### src/rtl/fifo_p2s_serializer.sv
// fifo_p2s_serializer
// Read-domain consumer of the async FIFO. Requests one word at a time from the
// read-side controller and captures it from FIFO read data. It then shifts the
// word out on sout, holding each bit for BIT_DIV clocks, and frames it with
// sout_valid, sof and word_done.
// Every output is decoded from registered state only, so there is no
// combinational path from any input to any output.
module fifo_p2s_serializer #(
    parameter int WIDTH      = 8,
    parameter int BIT_DIV    = 1,
    parameter int RD_LATENCY = 1,
    parameter int MSB_FIRST  = 1
) (
    input  logic             clk_out,
    input  logic             rst,
    input  logic             empty,
    input  logic             rden,
    input  logic [WIDTH-1:0] rdata,
    input  logic             sync_flush,
    output logic             remove,
    output logic             sout,
    output logic             sout_valid,
    output logic             sof,
    output logic             word_done,
    output logic             busy
);

    localparam int BW = $clog2(WIDTH);
    localparam int DW = (BIT_DIV > 1) ? $clog2(BIT_DIV) : 1;
    localparam logic [BW-1:0] BIT_LAST = BW'(WIDTH - 1);
    localparam logic [DW-1:0] DIV_LAST = DW'(BIT_DIV - 1);
    localparam logic [1:0]    LAT_INIT = 2'(RD_LATENCY);

    typedef enum logic [2:0] {
        S_IDLE  = 3'd0,
        S_REQ   = 3'd1,
        S_WAIT  = 3'd2,
        S_LOAD  = 3'd3,
        S_SHIFT = 3'd4
    } state_t;

    state_t           state_q, state_d;
    logic [WIDTH-1:0] shift_q, shift_d;
    logic [BW-1:0]    bit_q, bit_d;
    logic [DW-1:0]    div_q, div_d;
    logic [1:0]       lat_q, lat_d;
    logic             wto_q, wto_d;   // one empty WAIT cycle already seen

    // Advance the shift register by one bit in the configured direction.
    function automatic logic [WIDTH-1:0] shift_once(input logic [WIDTH-1:0] v);
        if (MSB_FIRST != 0) begin
            return {v[WIDTH-2:0], 1'b0};
        end else begin
            return {1'b0, v[WIDTH-1:1]};
        end
    endfunction

    // Select the bit currently presented on the serial line.
    function automatic logic head_bit(input logic [WIDTH-1:0] v);
        if (MSB_FIRST != 0) begin
            return v[WIDTH-1];
        end else begin
            return v[0];
        end
    endfunction

    // State, shift register and counters; async reset abandons any word in flight.
    always_ff @(posedge clk_out or posedge rst) begin
        if (rst) begin
            state_q <= S_IDLE;
            shift_q <= '0;
            bit_q   <= '0;
            div_q   <= '0;
            lat_q   <= 2'd0;
            wto_q   <= 1'b0;
        end else begin
            state_q <= state_d;
            shift_q <= shift_d;
            bit_q   <= bit_d;
            div_q   <= div_d;
            lat_q   <= lat_d;
            wto_q   <= wto_d;
        end
    end

    // Next-state logic: request/wait/load handshake, then bit/divider sequencing.
    always_comb begin
        state_d = state_q;
        shift_d = shift_q;
        bit_d   = bit_q;
        div_d   = div_q;
        lat_d   = lat_q;
        wto_d   = wto_q;
        if (sync_flush) begin
            // Flush drops any partial word; it is not re-sent.
            state_d = S_IDLE;
            shift_d = '0;
            bit_d   = '0;
            div_d   = '0;
            lat_d   = 2'd0;
            wto_d   = 1'b0;
        end else begin
            case (state_q)
                S_IDLE: begin
                    wto_d = 1'b0;
                    if (!empty) begin
                        state_d = S_REQ;
                    end else begin
                        state_d = S_IDLE;
                    end
                end
                S_REQ: begin
                    wto_d   = 1'b0;
                    state_d = S_WAIT;
                end
                S_WAIT: begin
                    if (rden) begin
                        wto_d = 1'b0;
                        if (RD_LATENCY == 0) begin
                            // Data is valid in the same cycle as rden, so LOAD is skipped.
                            shift_d = rdata;
                            bit_d   = '0;
                            div_d   = '0;
                            state_d = S_SHIFT;
                        end else begin
                            lat_d   = LAT_INIT;
                            state_d = S_LOAD;
                        end
                    end else if (wto_q) begin
                        // Second WAIT cycle without rden: give up, nothing consumed.
                        wto_d   = 1'b0;
                        state_d = S_IDLE;
                    end else begin
                        wto_d = 1'b1;
                    end
                end
                S_LOAD: begin
                    if (lat_q == 2'd1) begin
                        shift_d = rdata;
                        bit_d   = '0;
                        div_d   = '0;
                        lat_d   = 2'd0;
                        state_d = S_SHIFT;
                    end else begin
                        lat_d = lat_q - 2'd1;
                    end
                end
                S_SHIFT: begin
                    if (div_q == DIV_LAST) begin
                        div_d = '0;
                        if (bit_q == BIT_LAST) begin
                            bit_d   = '0;
                            shift_d = '0;
                            state_d = S_IDLE;
                        end else begin
                            bit_d   = bit_q + 1'b1;
                            shift_d = shift_once(shift_q);
                        end
                    end else begin
                        div_d = div_q + 1'b1;
                    end
                end
                default: begin
                    state_d = S_IDLE;
                end
            endcase
        end
    end

    assign busy       = (state_q != S_IDLE);
    assign remove     = (state_q == S_REQ);
    assign sout_valid = (state_q == S_SHIFT);
    assign sout       = (state_q == S_SHIFT) ? head_bit(shift_q) : 1'b0;
    assign sof        = (state_q == S_SHIFT) && (bit_q == '0);
    assign word_done  = (state_q == S_SHIFT) && (bit_q == BIT_LAST) && (div_q == DIV_LAST);

endmodule

### config.mk
export PLATFORM = sky130hd
export DESIGN_NAME = fifo_p2s_serializer
export DESIGN_NICKNAME = d
export VERILOG_FILES = /design/src/rtl/fifo_p2s_serializer.sv
export SDC_FILE = /design/constraint.sdc
export NUM_CORES = 1
export LEC_CHECK = 0
export BUFFER_PORTS_ARGS = -buffer_cell sky130_fd_sc_hd__clkbuf_2
export CAP_MARGIN = 20
export CORE_ASPECT_RATIO = 1.75
export CORE_MARGIN = 1.5
export CORE_UTILIZATION = 29
export CTS_BUF_LIST = sky130_fd_sc_hd__clkbuf_16
export CTS_CLUSTER_SIZE = 25
export DETAILED_ROUTE_END_ITERATION = 16
export PLACE_DENSITY = 0.56
export SYNTH_ARGS = -nofsm -noshare
export SYNTH_HDL_FRONTEND = slang
export SYNTH_SLANG_ARGS = --single-unit
### constraint.sdc
create_clock -name clk_out -period 3.6 [get_ports clk_out]
set_input_delay 0.9 -clock clk_out [delete_from_list [all_inputs] [get_ports clk_out]]
set_output_delay 0.9 -clock clk_out [all_outputs]
set_load 0.02 [all_outputs]
After elaboration in Yosys (flattened, before gate mapping) --
Index checks and enable logic that the tools add are counted.
Storage, ports and cells: register bits after elaboration 18, input bits 13
Operators by class: add/subtract/negate cells 3, eq/ne operators 11, muxes and demuxes 31, bitwise gates (word level) 1, reductions and logical operators 14
Operators by type and width (count):
- $mux 8 | 4
- $mux 3 | 10
- $pmux 8 s2 | 1
- $pmux 3 s5 | 1
- $reduce_bool 3->1 | 4
- $ne 3x3->1 const B | 3
- $mux 1 | 8
- $eq 3x2->1 const B | 2
- $eq 3x3->1 const B | 2
- $logic_not 3->1 | 2
- $mux 2 | 3
- $pmux 3 s2 | 1
- $ne 4x4->1 const B | 1
- $pmux 1 s2 | 2
- $pmux 2 s2 | 1
- $reduce_and 2->1 | 2
- $reduce_and 4->1 | 1
- $add 3x1->3 const B | 1
- $eq 3x1->1 const B | 1
- $logic_and 1x1->1 | 3
- $ne 3x2->1 const B | 1
- $reduce_and 3->1 | 1
- $eq 2x1->1 const B | 1
- $reduce_or 2->1 | 1
- 3 further kinds | 3

Depth between registers and ports, before layout --
depth after elaboration 5, depth in mapped cells 7

Least setup slack after synthesis --
Ideal clock, no wire load.
kind reg2out, start register state_q[0], end output sof, arrival 1.449 ns, path slack 1.251 ns, cell stages (with the launch flop) 6, path buffers 3, path through dfrtp_1 buf_2 nor3b_2 buf_2 buf_2 and3_1
On the way: cells in the longest elaborated chain, start to end 2
Ends and longest elaborated chain:
- from (decl) | line 42 | state_t state_q, state_d;
- from (signal assigned) | line 77 | state_q <= state_d;
- $eq 3x3->1
- named net sout_valid | line 22 | output logic sout_valid,
- $logic_and 1x1->1 | line 174 | assign sof = (state_q == S_SHIFT) && (bit_q == '0);
- to (decl) | line 23 | output logic sof,
The timed path passes the listed nets, and every way through them passes these cells.

Worst setup path after layout --
start register state_q[0], end output sof
On the way: cells in the longest elaborated chain, start to end 2
Ends and longest elaborated chain (line):
- $eq 3x3->1 | 174
- $logic_and 1x1->1 | 174
No other way between the ends.

==> summary.md <==
| Metric | Value |
|---|---|
| IO Count | `19` |
| Antenna-violating nets left | `0` |
| Power Density | `419 nW/um2` |
| DP HPWL | `1.52 mm` |
| Sequential power share | `44.0%` |
| Design area | `1180 um2` |
| Largest net degree at the start of global routing | `26` |
| Required @ worst endpoint | `2.70 ns` |
| Synth Area in Adders | `5.00%` |
| VDD IR max | `0.000204 V` |
| Path category of the worst min-delay check | `reg -> reg` |
| Async SR Flop Fraction | `100%` |
| Clock Skews | `0.00298 ns` |
| Num CTS Buffers | `3` |
| Post-synthesis mux area share | `1.50%` |
| CTS Buffer Depth | `2` |
| Vias | `816` |
| Post-synthesis simple-gate area fraction | `31.0%` |
| CTS H-tree depth | `1` |
| Chip Height | `80.7 um` |
| Main combinational cell family by area after synthesis | `simple AND/OR/NAND/NOR gates` |
| Max-Cap Viols | `0` |
| Post-synth EDFFs | `0` |
| Synth Area in Compound Gates | `12.2%` |
| Slew at the pin closest to its max-slew limit | `0.669 ns` |
| Row cnt | `28` |
| Worst Path Arrival | `1.53 ns` |
| Syn Area/Cell | `9.62 um2` |
| Post-DR vias/cell | `5.01` |
| Die width | `47.4 um` |
| Slew HR | `55.3%` |
| Clock power frac | `43.7%` |
| Number of I/O port buffers | `18` |
| Final min period | `2.43 ns` |
| Final WL | `2.01 mm` |
| Setup TNS | `0 ns` |
| Final setup fails | `0` |
| Clock sink count | `17` |
| Register bit total from synthesis | `17` |
| Startpoint types | `flip-flop` |
| Starting DRT DRC Count | `11` |
| Post-Syn Instances | `104` |
| CTS root buffer | `clkbuf_16` |
| Area of the core | `3330 um2` |
| Sequential fraction of the synthesis area | `42.5%` |
| Final cycle utilization of the critical path | `67.4%` |
| Max-slew violations | `0` |
| Hold Fails Final Rpt | `0` |
| Count of cell types in the netlist | `32` |
| Syn_nets | `121` |
| Unrepaired setup endpoints after global routing | `false` |
| Ys flop type | `dfrtp_1` |
| Cell Int Power | `383 uW` |
| Crit-path leading delay family | `simple AND/OR/NAND/NOR gates` |
| Slowest CP cell | `dfrtp_1` |
| First-pass GRT wire length | `3.35 mm` |
| Post-synth top area cell | `dfrtp_1` |
| Initial antenna violation count | `0` |
| Post-CTS Setup Repair Bufs | `0` |
| Max stage delay on crit path | `0.48 ns` |
| Synth-to-layout area growth | `17.9%` |
| Final worst setup slack | `1.17 ns` |
| Crit. End Element | `primary output` |
| Area contributors post-synth | `dfrtp_1 43%, or3b_2 6.1%, ha_1 5.0%` |
| WHS | `0.527 ns` |
| Status | `completed` |
| Yosys Warn Count | `0` |
| Net Sw Frac | `22.5%` |
| WP buf/inv | `1` |
| Setup Slack @ Placement | `1.36 ns` |
| Logic pwr share | `12.4%` |
| DIE AREA | `3830 um2` |
| # diodes | `0` |
| DRC viols | `0` |
| Clk slew on worst S/H paths | `0.05 ns` |
| GP Congestion | `0.731` |
| GR Util All Layers | `11.9%` |
| Sw Pwr | `111 uW` |
| Final-stage net count | `136` |
| Drt wl/cell | `12.4 um` |
| Crit Path Class | `reg -> out` |
| Lkg Pwr | `0.000515 uW` |
| Synth top area share | `42.5%` |
| Gr ovfl total | `0` |
| 1st-pass router iterations | `2` |
| XOR/XNOR Fraction of Synth Area | `0%` |
| Initial Utilization | `30.1%` |
| Number of global-route vias before repair | `820` |
| Mapped Area | `1000 um2` |
| Clk_lat worst skew | `0.24 ns` |
| Cell Chain, Critical Path | `nor3b_2, and3_1, clkbuf_2` |
| Worst-path maximum fanout | `11` |
| Fmax | `412 MHz` |
| TritonCTS clock tree | `built` |
| Filler cells | `350` |
| Share of layout cells above drive strength 1 | `28.0%` |
| Cts-stage hold buffer count | `0` |
| Area after DPL | `1100 um2` |
| Cts repair resizes | `0` |
-- synthesized netlist by cell type (3+ instances only) --
library cell  count
ha_1              4
nand3_1          10
inv_1             6
o21ai_1           3
buf_2             5
a31oi_1           7
a21oi_1           4
nor2_1            3
nor4_1            7
nor2b_1           3
or3b_2            7
and2_1            3
dfrtp_1          17
-- flip-flops by register name, summed over array words and instances, names as in the netlist --
register / flops
bit_q: 3
lat_q: 2
shift_q: 8
state_q: 3
wto_q: 1
-- cell families (layout without fill, tap and decap cells) --
family	after synthesis	in the layout
flip-flops	17	17
AO/OA/AOI/OAI	20	20
AND/OR/NAND/NOR	47	47
multiplexers	1	1
adder cells (fa/ha/maj)	4	4
buffers and inverters	15	29
-- cells in the final DEF (no fill, tap or decap), drive strengths merged, types with 2 or more instances in the layout --
master	synthesis	layout
nand3b	2	2
o21ai	5	5
nand3	10	10
nor4	7	7
inv	6	6
or3b	7	7
or3	2	2
a31oi	7	7
ha	4	4
clkbuf	2	21
nor2b	3	3
and2	3	3
nor3b	3	3
dfrtp	17	17
nand2b	2	2
nor2	3	3
a21oi	4	4
-- stage by stage --
step	power (uW)	utilization [%]	std cells
2_1_floorplan	266	-	104
3_3_place_gp	281	33.0	159
3_5_place_dp	283	33.0	159
4_1_cts	502	35.5	163
5_1_grt	521	35.5	163
6_report	494	35.5	163
-- metal layers --
layer,vias up,track usage (%),wire [um]
met4,0,5.00,31
li1,408,-,-
met3,2,2.02,37
met2,12,21.1,1120
met5,-,0,0
met1,394,13.0,822
-- final timing paths --
path	endpoint	start	slack [ns]	cells after the start
setup / recovery	sof	state_q[0]	1.17	3
hold / removal	shift_q[0]	shift_q[0]	0.53	1
setup reg to reg	shift_q[0]	state_q[0]	1.68	4
hold reg to reg	shift_q[0]	shift_q[0]	0.53	1
max in group asynchronous	wto_q	rst	2.48	2
min in group asynchronous	bit_q[2]	rst	0.71	2
-- power groups by stage --
stage	Sequential, uW	Combinational (uW)	Clock [uW]
CTS	217	62.3	222
global placement	220	61.2	0
detailed placement	220	62.2	0
global route	219	69.2	233
finish	217	61.1	216
floorplan	213	53.2	0
-- final cells by class --
type	instances	area [um2]	area share [%]
inverters	6	22.5	1.91
repair buffers	19	97.6	8.27
well taps	45	56.3	4.77
clock buffers	3	75.1	6.36
multi-input cells	72	498	42.2
flip-flops and latches	17	425	36.1
clock inverters	1	5.00	0.424
No activity file was read; power rests on OpenSTA's default activity.
